File: config.mk
export PLATFORM = sky130hd
export DESIGN_NAME = memory_layer_flat
export DESIGN_NICKNAME = d
export VERILOG_FILES = /design/src/rtl/gam_pkg.sv /design/src/rtl/memory_layer_if.sv /design/src/rtl/gam_recall.sv /design/src/rtl/memory_layer.sv /design/src/flat_wrapper.sv
export SDC_FILE = /design/constraint.sdc
export NUM_CORES = 2
export LEC_CHECK = 0
export CORE_UTILIZATION = 65
export DETAILED_ROUTE_END_ITERATION = 8
export MAX_ROUTING_LAYER = met4
export PLACE_DENSITY_LB_ADDON = 0.12
export SLEW_MARGIN = 0
export SYNTH_ARGS = -nofsm -noshare
export SYNTH_HDL_FRONTEND = slang
export SYNTH_SLANG_ARGS = --single-unit
File: constraint.sdc
create_clock -name clk -period 46.9 [get_ports clk]
set_clock_uncertainty 0.05 [all_clocks]
set_input_delay 11.725 -clock clk [delete_from_list [all_inputs] [get_ports clk]]
set_output_delay 11.725 -clock clk [all_outputs]
set_load 0.02 [all_outputs]
File: src/rtl/gam_pkg.sv
`default_nettype none
// ============================================================================
// Package     : gam_pkg
// Description : Shared types and helpers for the GAM engine blocks.
// Revision    : 1.0
// ============================================================================
package gam_pkg;

    localparam int PATTERN_W = 16;
    localparam int TH_W      = 5;
    localparam int M_W       = 8;
    localparam int DIST_W    = $clog2(PATTERN_W + 1);

    typedef logic [PATTERN_W-1:0] node_vector_T;

    typedef enum logic {
        LEARNING = 1'b0,
        RECALL   = 1'b1
    } LEARNING_RECALL_T;

    typedef enum logic [1:0] {
        IDLE  = 2'd0,
        READY = 2'd1,
        WAIT  = 2'd2
    } READY_WAIT_T;

    typedef struct packed {
        node_vector_T    W;
        logic [TH_W-1:0] Th;
        logic [M_W-1:0]  M;
    } node_T;

    function automatic logic [DIST_W-1:0] hamming_distance(input node_vector_T a,
                                                           input node_vector_T b);
        return DIST_W'($countones(a ^ b));
    endfunction

endpackage
`default_nettype wire

File: src/rtl/memory_layer_if.sv
`default_nettype none
// ============================================================================
// Interface   : memory_layer_if
// Description : Pipe-side learning/recall bus of the GAM memory layer.
// Revision    : 1.0
// ============================================================================
interface memory_layer_if;
    import gam_pkg::*;

    node_vector_T     x;
    int               c;
    logic             learning_done;
    LEARNING_RECALL_T learning_recall;
    int               Tk;
    READY_WAIT_T      ready_wait;
    node_vector_T     recalling_pattern;
    int               class_name;

    modport master (
        output x, c, learning_done, learning_recall, Tk,
        input  ready_wait, recalling_pattern, class_name
    );

    modport slave (
        input  x, c, learning_done, learning_recall, Tk,
        output ready_wait, recalling_pattern, class_name
    );

endinterface
`default_nettype wire

File: src/rtl/gam_recall.sv
`default_nettype none
// ============================================================================
// Module      : gam_recall
// Description : Nearest-node search over all classes with registered result.
// Revision    : 1.0
// ============================================================================
module gam_recall
    import gam_pkg::*;
#(
    parameter int NUM_CLASSES     = 8,
    parameter int NODES_PER_CLASS = 4
) (
    input  logic                                              clk,
    input  logic                                              reset,
    input  node_T [NUM_CLASSES-1:0][NODES_PER_CLASS-1:0]      i_memory,
    input  node_vector_T                                      i_x,
    input  int                                                i_tk,
    input  LEARNING_RECALL_T                                  i_learning_recall,
    output node_vector_T                                      o_recalling_pattern,
    output int                                                o_class_name
);

    localparam int c_CLS_IW  = (NUM_CLASSES > 1) ? $clog2(NUM_CLASSES) : 1;
    localparam int c_NODE_IW = (NODES_PER_CLASS > 1) ? $clog2(NODES_PER_CLASS) : 1;

    logic              w_found;
    logic [DIST_W-1:0] w_best_d;
    node_vector_T      w_best_w;
    int                w_best_cls;
    logic              w_hit;
    logic              w_unused_th;
    node_vector_T      r_pattern;
    int                r_class;

    // Strict '<' while scanning ascending keeps the lowest class/node on ties.
    always_comb begin : p_search
        node_T           v_node;
        logic [DIST_W-1:0] v_d;
        logic [TH_W-1:0] v_th;
        v_node     = '0;
        v_d        = '0;
        v_th       = '0;
        w_found    = 1'b0;
        w_best_d   = '0;
        w_best_w   = '0;
        w_best_cls = 0;
        for (int k = 0; k < NUM_CLASSES; k++) begin
            for (int n = 0; n < NODES_PER_CLASS; n++) begin
                v_node = i_memory[c_CLS_IW'(k)][c_NODE_IW'(n)];
                v_d    = hamming_distance(i_x, v_node.W);
                v_th   = v_th ^ v_node.Th;
                if ((v_node.M != '0) && (!w_found || (v_d < w_best_d))) begin
                    w_found    = 1'b1;
                    w_best_d   = v_d;
                    w_best_w   = v_node.W;
                    w_best_cls = k + 1;
                end
            end
        end
        w_unused_th = ^v_th;
    end

    assign w_hit = w_found && (i_tk >= 0) && ($signed(32'(w_best_d)) <= i_tk);

    always_ff @(posedge clk or negedge reset) begin
        if (!reset) begin
            r_pattern <= '0;
            r_class   <= 0;
        end else if (i_learning_recall == RECALL) begin
            if (w_hit) begin
                r_pattern <= w_best_w;
                r_class   <= w_best_cls;
            end else begin
                r_pattern <= i_x;
                r_class   <= 0;
            end
        end
    end

    assign o_recalling_pattern = r_pattern;
    assign o_class_name        = r_class;

endmodule
`default_nettype wire

File: src/rtl/memory_layer.sv
`default_nettype none
// ============================================================================
// Module      : memory_layer
// Description : GAM per-class node storage, learning handshake FSM and recall.
// Revision    : 1.0
// ============================================================================
module memory_layer
    import gam_pkg::*;
#(
    parameter int NUM_CLASSES     = 8,
    parameter int NODES_PER_CLASS = 4,
    parameter int TH_INIT         = 2,
    parameter int M_MAX           = 255
) (
    input  logic          clk,
    input  logic          reset,
    memory_layer_if.slave bus
);

    localparam int c_CLS_IW  = (NUM_CLASSES > 1) ? $clog2(NUM_CLASSES) : 1;
    localparam int c_NODE_IW = (NODES_PER_CLASS > 1) ? $clog2(NODES_PER_CLASS) : 1;

    typedef enum logic [1:0] {
        S_IDLE   = 2'd0,
        S_READY  = 2'd1,
        S_LATCH  = 2'd2,
        S_UPDATE = 2'd3
    } state_t;

    state_t                                         r_state;
    state_t                                         w_next_state;
    node_T [NUM_CLASSES-1:0][NODES_PER_CLASS-1:0]   r_memory;
    node_vector_T                                   r_x;
    int                                             r_c;
    logic                                           r_done;

    node_T [NODES_PER_CLASS-1:0] w_nodes;
    logic                        w_valid;
    logic                        w_near_found;
    logic [c_NODE_IW-1:0]        w_near_idx;
    logic [DIST_W-1:0]           w_near_d;
    node_T                       w_near_node;
    logic                        w_empty_found;
    logic [c_NODE_IW-1:0]        w_empty_idx;
    logic                        w_wr_en;
    logic [c_CLS_IW-1:0]         w_wr_cls;
    logic [c_NODE_IW-1:0]        w_wr_idx;
    node_T                       w_wr_node;
    node_vector_T                w_recall_pattern;
    int                          w_recall_class;

    function automatic logic [M_W-1:0] sat_inc(input logic [M_W-1:0] m);
        return (m >= M_W'(M_MAX)) ? m : m + 1'b1;
    endfunction

    always_comb begin : p_fsm
        w_next_state   = r_state;
        bus.ready_wait = IDLE;
        case (r_state)
            S_IDLE: begin
                if ((bus.learning_recall == LEARNING) && !bus.learning_done)
                    w_next_state = S_READY;
            end
            S_READY: begin
                bus.ready_wait = READY;
                w_next_state   = S_LATCH;
            end
            S_LATCH: begin
                bus.ready_wait = WAIT;
                w_next_state   = S_UPDATE;
            end
            S_UPDATE: begin
                bus.ready_wait = WAIT;
                w_next_state   = (r_done || (bus.learning_recall == RECALL)) ? S_IDLE : S_READY;
            end
            default: w_next_state = S_IDLE;
        endcase
    end

    // Nearest node (ties to lowest index) and first empty slot of the latched class.
    always_comb begin : p_learn
        node_T             v_node;
        logic [DIST_W-1:0] v_d;
        v_node        = '0;
        v_d           = '0;
        w_valid       = (r_c >= 1) && (r_c <= NUM_CLASSES);
        w_nodes       = w_valid ? r_memory[c_CLS_IW'(r_c - 1)] : '0;
        w_near_found  = 1'b0;
        w_near_idx    = '0;
        w_near_d      = '0;
        w_near_node   = '0;
        w_empty_found = 1'b0;
        w_empty_idx   = '0;
        for (int n = 0; n < NODES_PER_CLASS; n++) begin
            v_node = w_nodes[c_NODE_IW'(n)];
            v_d    = hamming_distance(r_x, v_node.W);
            if (v_node.M != '0) begin
                if (!w_near_found || (v_d < w_near_d)) begin
                    w_near_found = 1'b1;
                    w_near_idx   = c_NODE_IW'(n);
                    w_near_d     = v_d;
                    w_near_node  = v_node;
                end
            end else if (!w_empty_found) begin
                w_empty_found = 1'b1;
                w_empty_idx   = c_NODE_IW'(n);
            end
        end

        w_wr_en   = 1'b0;
        w_wr_cls  = c_CLS_IW'(r_c - 1);
        w_wr_idx  = w_near_idx;
        w_wr_node = w_near_node;
        if ((r_state == S_UPDATE) && w_valid) begin
            w_wr_en = 1'b1;
            if (w_near_found && (TH_W'(w_near_d) <= w_near_node.Th)) begin
                w_wr_node.M = sat_inc(w_near_node.M);
            end else if (w_empty_found) begin
                w_wr_idx  = w_empty_idx;
                w_wr_node = '{W: r_x, Th: TH_W'(TH_INIT), M: M_W'(1)};
            end else begin
                // Class full: widen the nearest node to absorb this pattern.
                w_wr_node.Th = TH_W'(w_near_d);
                w_wr_node.M  = sat_inc(w_near_node.M);
            end
        end
    end

    always_ff @(posedge clk or negedge reset) begin
        if (!reset) begin
            r_state  <= S_IDLE;
            r_x      <= '0;
            r_c      <= 0;
            r_done   <= 1'b0;
            r_memory <= '0;
        end else begin
            r_state <= w_next_state;
            if (r_state == S_LATCH) begin
                r_x    <= bus.x;
                r_c    <= bus.c;
                r_done <= bus.learning_done;
            end
            if (w_wr_en)
                r_memory[w_wr_cls][w_wr_idx] <= w_wr_node;
        end
    end

    gam_recall #(
        .NUM_CLASSES     (NUM_CLASSES),
        .NODES_PER_CLASS (NODES_PER_CLASS)
    ) u_recall (
        .clk                 (clk),
        .reset               (reset),
        .i_memory            (r_memory),
        .i_x                 (bus.x),
        .i_tk                (bus.Tk),
        .i_learning_recall   (bus.learning_recall),
        .o_recalling_pattern (w_recall_pattern),
        .o_class_name        (w_recall_class)
    );

    assign bus.recalling_pattern = w_recall_pattern;
    assign bus.class_name        = w_recall_class;

endmodule
`default_nettype wire

File: src/flat_wrapper.sv
// flat-port wrapper written by rule: the top's interface ports become plain ports
module memory_layer_flat import gam_pkg::*;
#(
    parameter int NUM_CLASSES     = 8,
    parameter int NODES_PER_CLASS = 4,
    parameter int TH_INIT         = 2,
    parameter int M_MAX           = 255
)
  (clk, reset, bus_x, bus_c, bus_learning_done, bus_learning_recall, bus_Tk, bus_ready_wait, bus_recalling_pattern, bus_class_name);
  memory_layer_if bus_i ();
  input  logic clk;
  input  logic reset;
  input wire logic [$bits(bus_i.x)-1:0] bus_x;
  input wire logic [$bits(bus_i.c)-1:0] bus_c;
  input wire logic [$bits(bus_i.learning_done)-1:0] bus_learning_done;
  input wire logic [$bits(bus_i.learning_recall)-1:0] bus_learning_recall;
  input wire logic [$bits(bus_i.Tk)-1:0] bus_Tk;
  output wire logic [$bits(bus_i.ready_wait)-1:0] bus_ready_wait;
  output wire logic [$bits(bus_i.recalling_pattern)-1:0] bus_recalling_pattern;
  output wire logic [$bits(bus_i.class_name)-1:0] bus_class_name;
  assign bus_i.x = bus_x;
  assign bus_i.c = bus_c;
  assign bus_i.learning_done = bus_learning_done;
  assign bus_i.learning_recall = bus_learning_recall;
  assign bus_i.Tk = bus_Tk;
  assign bus_ready_wait = bus_i.ready_wait;
  assign bus_recalling_pattern = bus_i.recalling_pattern;
  assign bus_class_name = bus_i.class_name;
  memory_layer #(.NUM_CLASSES(NUM_CLASSES), .NODES_PER_CLASS(NODES_PER_CLASS), .TH_INIT(TH_INIT), .M_MAX(M_MAX)) u_core (.clk(clk), .reset(reset), .bus(bus_i));
endmodule
### Word-level counts from Yosys, hierarchy flattened

Cells that the tools add are included.

* bitwise gates (word level): 11
* reduce and logical (&&, ||, !) cells: 45
* $add $sub $neg: 152
* order comparisons: 19
* eq/ne operators: 4
* multiplexer cells: 70

Operator list (count)
* $bwmux W928: 1
* $bmux W116 S3: 1
* $demux W116 S3: 1
* $mux W32: 7
* $mux W58: 3
* $add A1 B1 Y2: 80
* $xor A16 B16 Y16: 10
* $mux W29: 5
* $mux W16: 9
* $mux W116: 1
* $add A2 B2 Y3: 32
* $reduce_bool A8 Y1: 10
* $add A5 B5 Y5: 14
* $add A3 B3 Y4: 16
* $demux W29 S2: 1
* $mux W5: 11
* $add A4 B4 Y5: 8
* $lt A5 B5 Y1: 8
* $ge A32 B1 Y1 const B: 1
* $ge A32 B2 Y1 const B: 1
* $le A32 B5 Y1 const B: 1
* $le A6 B32 Y1: 1
* $mux W21: 1
* $mux W1: 19
* other kinds (22): 59

* output and inout port bits: 50
* register bits after elaboration: 1027

### Longest topological paths before layout

* depth after elaboration: 37
* mapped depth: 93
* depth with buffers taken out: 82

### By module

From an unflattened synthesis, not the netlist that was laid out.

* cell total of the unflattened synthesis: 4592
* area total of the unflattened synthesis: 47858.4 µm²

By module, submodules not included
* memory_layer: cells an instance 3658, times used 1, seq. area each 24498.5 µm², area each 39859.5 µm²
* gam_recall: cells an instance 934, times used 1, seq. area each 475.5 µm², area each 7998.9 µm²

### Worst setup path after synthesis

Ideal clock, no wire load.

* kind: input-to-reg
* start point: in bus_x[0]
* end point: reg u_core.u_recall.r_pattern[10], in the netlist u_core.u_recall.o_recalling_pattern[10]
* library setup time: 0.126 ns
* cell stages on the path: 91
* data required time: 46.724 ns
* path slack: 17.302 ns
* data arrival time: 29.422 ns
* path through: clkbuf_1 > xnor2_1 > fa_1 > inv_1 > fa_1 > fa_1 > inv_1 > fa_1 > inv_1 > ha_1 > fa_1 > xor2_1 > nand2_1 > ha_1 > nor2b_1 > a311o_1 > o2111ai_2 > and2_1 > [55 not listed] > a21oi_1 > o31ai_1 > o21ai_2 > buf_2 > mux2_2 > o21ai_1 > ha_1 > nor2b_1 > o21a_1 > o21a_1 > o21ai_0 > nand2b_1 > a221oi_1 > nand2_1 > nor2b_1 > buf_2 > buf_2 > a21oi_1

* cells in the longest elaborated chain, start to end: 37
* elaborated cells on any way between the ends: 93
* those cells by class: 32 x add/sub; 8 x order compare; 23 x mux; 8 x bitwise; 22 x reduce/logical

RTL lines
* start: declaration: RTL line flat_wrapper.sv:13 `input wire logic [$bits(bus_i.x)-1:0] bus_x;`
* $xor A16 B16 Y16: RTL line gam_pkg.sv:35 `return DIST_W'($countones(a ^ b));`
* $add A1 B1 Y2 (not written as such): RTL line gam_pkg.sv:35
* $add A2 B2 Y3 (not written as such): RTL line gam_pkg.sv:35
* $add A3 B3 Y4 (not written as such): RTL line gam_pkg.sv:35
* $add A4 B4 Y5 (not written as such): RTL line gam_pkg.sv:35
* $mux W5: RTL line gam_recall.sv:52 `if ((v_node.M != '0) && (!w_found || (v_d < w_best_d))) begin`
* $lt A5 B5 Y1: RTL line gam_recall.sv:52
* $logic_or A1 B1 Y1: RTL line gam_recall.sv:52
* [21 not listed]
* $mux W5 or $mux W1 (tied branches): RTL line gam_recall.sv:52
* $lt A5 B5 Y1 or $logic_not A1 Y1 (tied branches): RTL line gam_recall.sv:52
* $logic_or A1 B1 Y1: RTL line gam_recall.sv:52
* $logic_and A1 B1 Y1: RTL line gam_recall.sv:52
* $mux W5 or $mux W1 (tied branches): RTL line gam_recall.sv:52
* $le A6 B32 Y1 or $logic_and A1 B1 Y1 (tied branches): RTL line gam_recall.sv:63 `assign w_hit = w_found && (i_tk >= 0) && ($signed(32'(w_best_d)) <= i_tk);`
* $logic_and A1 B1 Y1: RTL line gam_recall.sv:63
* $mux W16 (*): RTL line gam_recall.sv:70 `if (w_hit) begin`
* end signal: assignment: RTL line gam_recall.sv:71 `r_pattern <= w_best_w;`
* end signal: assignment: RTL line gam_recall.sv:74 `r_pattern <= i_x;`
* end: declaration: RTL line gam_recall.sv:32 `node_vector_T r_pattern;`

Mark *: on every way between the ends. The rest lies on a longest branch, timed or not.
A chain may end at the register's enable or synchronous reset.

### Final worst setup path

* start point: in bus_x[0]
* end point: reg u_core.u_recall.r_pattern[8], in the netlist u_core.u_recall.o_recalling_pattern[8]

The elaborated chain is that of the path after synthesis.

==> flow_summary.toml <==
[status]
status = "finished clean"

[drt]
viasPerCell = 6.89
vias = 27700
drt-wirelength-per-cell_um = 28.1
drc = 0
drt_iter0_markers = 3656
detail-route-antenna-nets = 0
routed_wl_mm = 113
drt_first_pass_iters = 7

[final_layout]
antenna_cells = 0
nets = 3612
layout_common_cells = "nand2_1 (596), dfrtp_1 (533), o21ai_0 (459)"
final_common_cell = "nand2_1"
fin_area_mm2 = 0.0356
fillers = 3435
final_layout_size_suffix_gt1_share_pct = 12.9
layout-area-overhead-vs-synth_pct = 10.2
final_util_pct = 72.6

[hold_path]
hp-class = "flip-flop to flip-flop"

[synth]
synth_seq_area_share_pct = 41.3
synthFlopType = "dfrtp_1"
synth_area_leader_cell = "dfrtp_1"
synth_top_area_share_pct = 41.3
syn_area_mm2 = 0.0323
ys_types = 89
yosys-top-cells-area = "dfrtp_1 (41%), o21ai_0 (7.1%), nand2_1 (7.0%)"
post_synth.cell_area_avg_um2 = 9.70
async_reset_ff_share_pct = 100
syn_inst = 3333
yosys_register_bits = 534
yosysWarnings = 0
synth_edf_count = 0

[setup_path]
cpPeakStageDelay_ns = 0.99
startpoint_type = "input pin"
crit_family = "compound AO/OA/AOI/OAI gates"
critPathKind = "input pin to flip-flop"
critical_path.most_common_cell = "ha_1"
crit_fanout = 38
worstPathRequired_ns = 47.26
crit_path_top_delay_cell = "nor2b_1"
worstPathArrival_ns = 33.31
timing.critical_path.to_type = "flip-flop"
cp.buffers_inverters = 13

[place]
place_congestion = 0.997
place_hpwl_mm = 78.9
io_buffers = 104
dpl_cell_area_mm2 = 0.0337

[die]
initial_utilization_pct = 65.9
rows = 81
die_area_mm2 = 0.0506
fp.dieW_um = 225
fp.dieH_um = 225
core_mm2 = 0.0491
io_pins = 134

[clock_network]
h-tree-depth = 2
ctsResizeCount = 0
cts.reportedPaths.clkPinSlew_ns = 0.06
clock_latency_ns = 0.66
clockBufferDepth = 3
cts_tree = "yes"
ctsHoldBuffers = 0
clock-root-buffer = "clkbuf_16"
post_cts_buffers = 0
numCtsBuffers = 55
clock-sinks = 534

[timing]
finalSetupViolations = 0
tns_ns = 0
relSlewSlack_pct = 14.7
hold_violations = 0
min_period_ns = 32.95
tightestPinTransition_ns = 1.28
timing.final.crit_share_pct = 70.2
fmax_mhz = 30.4
hold_slack_ns = 0.431
grt_setup_unrepaired = "false"
drv_slew = 0

[grt]
overflow = 0
grt_first_pass_wirelength_mm = 169
grt_pass1_vias = 27700
antenna_found_initial = 0
gr-usage-all-layers_pct = 46.6
grt_max_degree = 195

[pwr]
p_per_area_mw_per_mm2 = 69.6
leakagePower_nw = 15.9
max-vdd-ir-drop_uv = 99.8

[flow_run]
cap_violations = 0
per-layer routing:
layer  global-route usage (%)  routed length (um)
met5                        -                   0
met4                     23.0                6390
met3                     18.0               16900
met2                     67.0               49200
met1                     57.4               40400
synthesized netlist by cell type (18+ instances only):
library cell / count
a21o_1: 23
a21oi_1: 104
a22oi_1: 18
a31oi_1: 21
and3_1: 29
buf_2: 34
buf_4: 33
clkbuf_1: 183
dfrtp_1: 534
fa_1: 102
ha_1: 114
inv_1: 84
mux2_2: 171
mux2i_1: 34
mux4_2: 39
nand2_1: 603
nand3_1: 41
nor2_1: 120
nor2b_1: 22
nor3_1: 50
nor4_1: 39
o21ai_0: 459
o221ai_1: 19
o22ai_1: 55
xnor2_1: 24
xor2_1: 156
worst paths after layout:
| kind | from | end | slack [ns] | cells past startpoint |
|---|---|---|---|---|
| min in group asynchronous | reset | u_core.u_recall.o_recalling_pattern[11] | 11.05 | 1 |
| worst min register to register | u_core.r_memory[481] | u_core.r_memory[481] | 0.43 | 2 |
| worst max-delay path | bus_x[0] | u_core.u_recall.o_recalling_pattern[8] | 13.95 | 81 |
| worst min-delay path | u_core.r_memory[481] | u_core.r_memory[481] | 0.43 | 2 |
| max in group asynchronous | reset | u_core.r_memory[172] | 33.23 | 3 |
| worst max register to register | u_core.r_memory[14] | u_core.u_recall.o_recalling_pattern[8] | 25.48 | 80 |
cell families (layout without fill, tap and decap cells):
kind of cell	after synthesis	after routing	share of synthesized area, %
and+or+nand+nor	988	988	13.4
AOI/OAI and AO/OA	815	815	15.2
DFF	534	534	41.3
buffers and inverters	353	346	4.66
muxes	245	245	9.77
adders and majority gates	216	216	10.7
xor gates and xnor gates	181	181	4.93
other	1	29	0.0116
sequential cells by signal (all words and copies together), names as in the netlist:
signal	cells
u_core.r_x	16
u_core.r_c	32
u_core.u_recall.o_recalling_pattern	16
u_core.r_memory	464
u_core.u_recall.o_class_name	3
u_core.r_done	1
u_core.r_state	2
metrics by stage:
step | total power, mW | setup WS, ns | instances
4_1_cts | 2.43 | 14.02 | 4018
3_5_place_dp | 1.96 | 13.42 | 3919
6_report | 2.48 | 13.95 | 4018
2_1_floorplan | 1.53 | 17.30 | 3361
3_3_place_gp | 1.90 | 13.92 | 3919
5_1_grt | 2.63 | 12.47 | 4018
worst reg2reg max path, delay by kind of cell, from the launching register on:
kind | cells | cell delay (ns)
mux | 4 | 1.25
xor+xnor | 2 | 0.36
flops | 1 | 0.49
compound gates | 33 | 7.15
simple gates | 15 | 4.49
buf+inv | 12 | 2.17
fa+ha+maj | 14 | 5.19
where the power goes:
group          internal (mW)  switching, mW  total [mW]
Sequential             0.485         0.0321       0.517
Combinational          0.583          0.910        1.49
Clock                  0.274          0.196       0.470
final cells by class:
type	instances	area [um^2]	area share [%]
multi-input cells	2474	17700	49.6
flip-flops and latches	534	13400	37.5
clock buffers	72	1560	4.38
repair buffers	162	1500	4.22
well taps	664	831	2.33
clock inverters	27	374	1.05
inverters	85	319	0.896
Power figures use the tool's default switching activity.
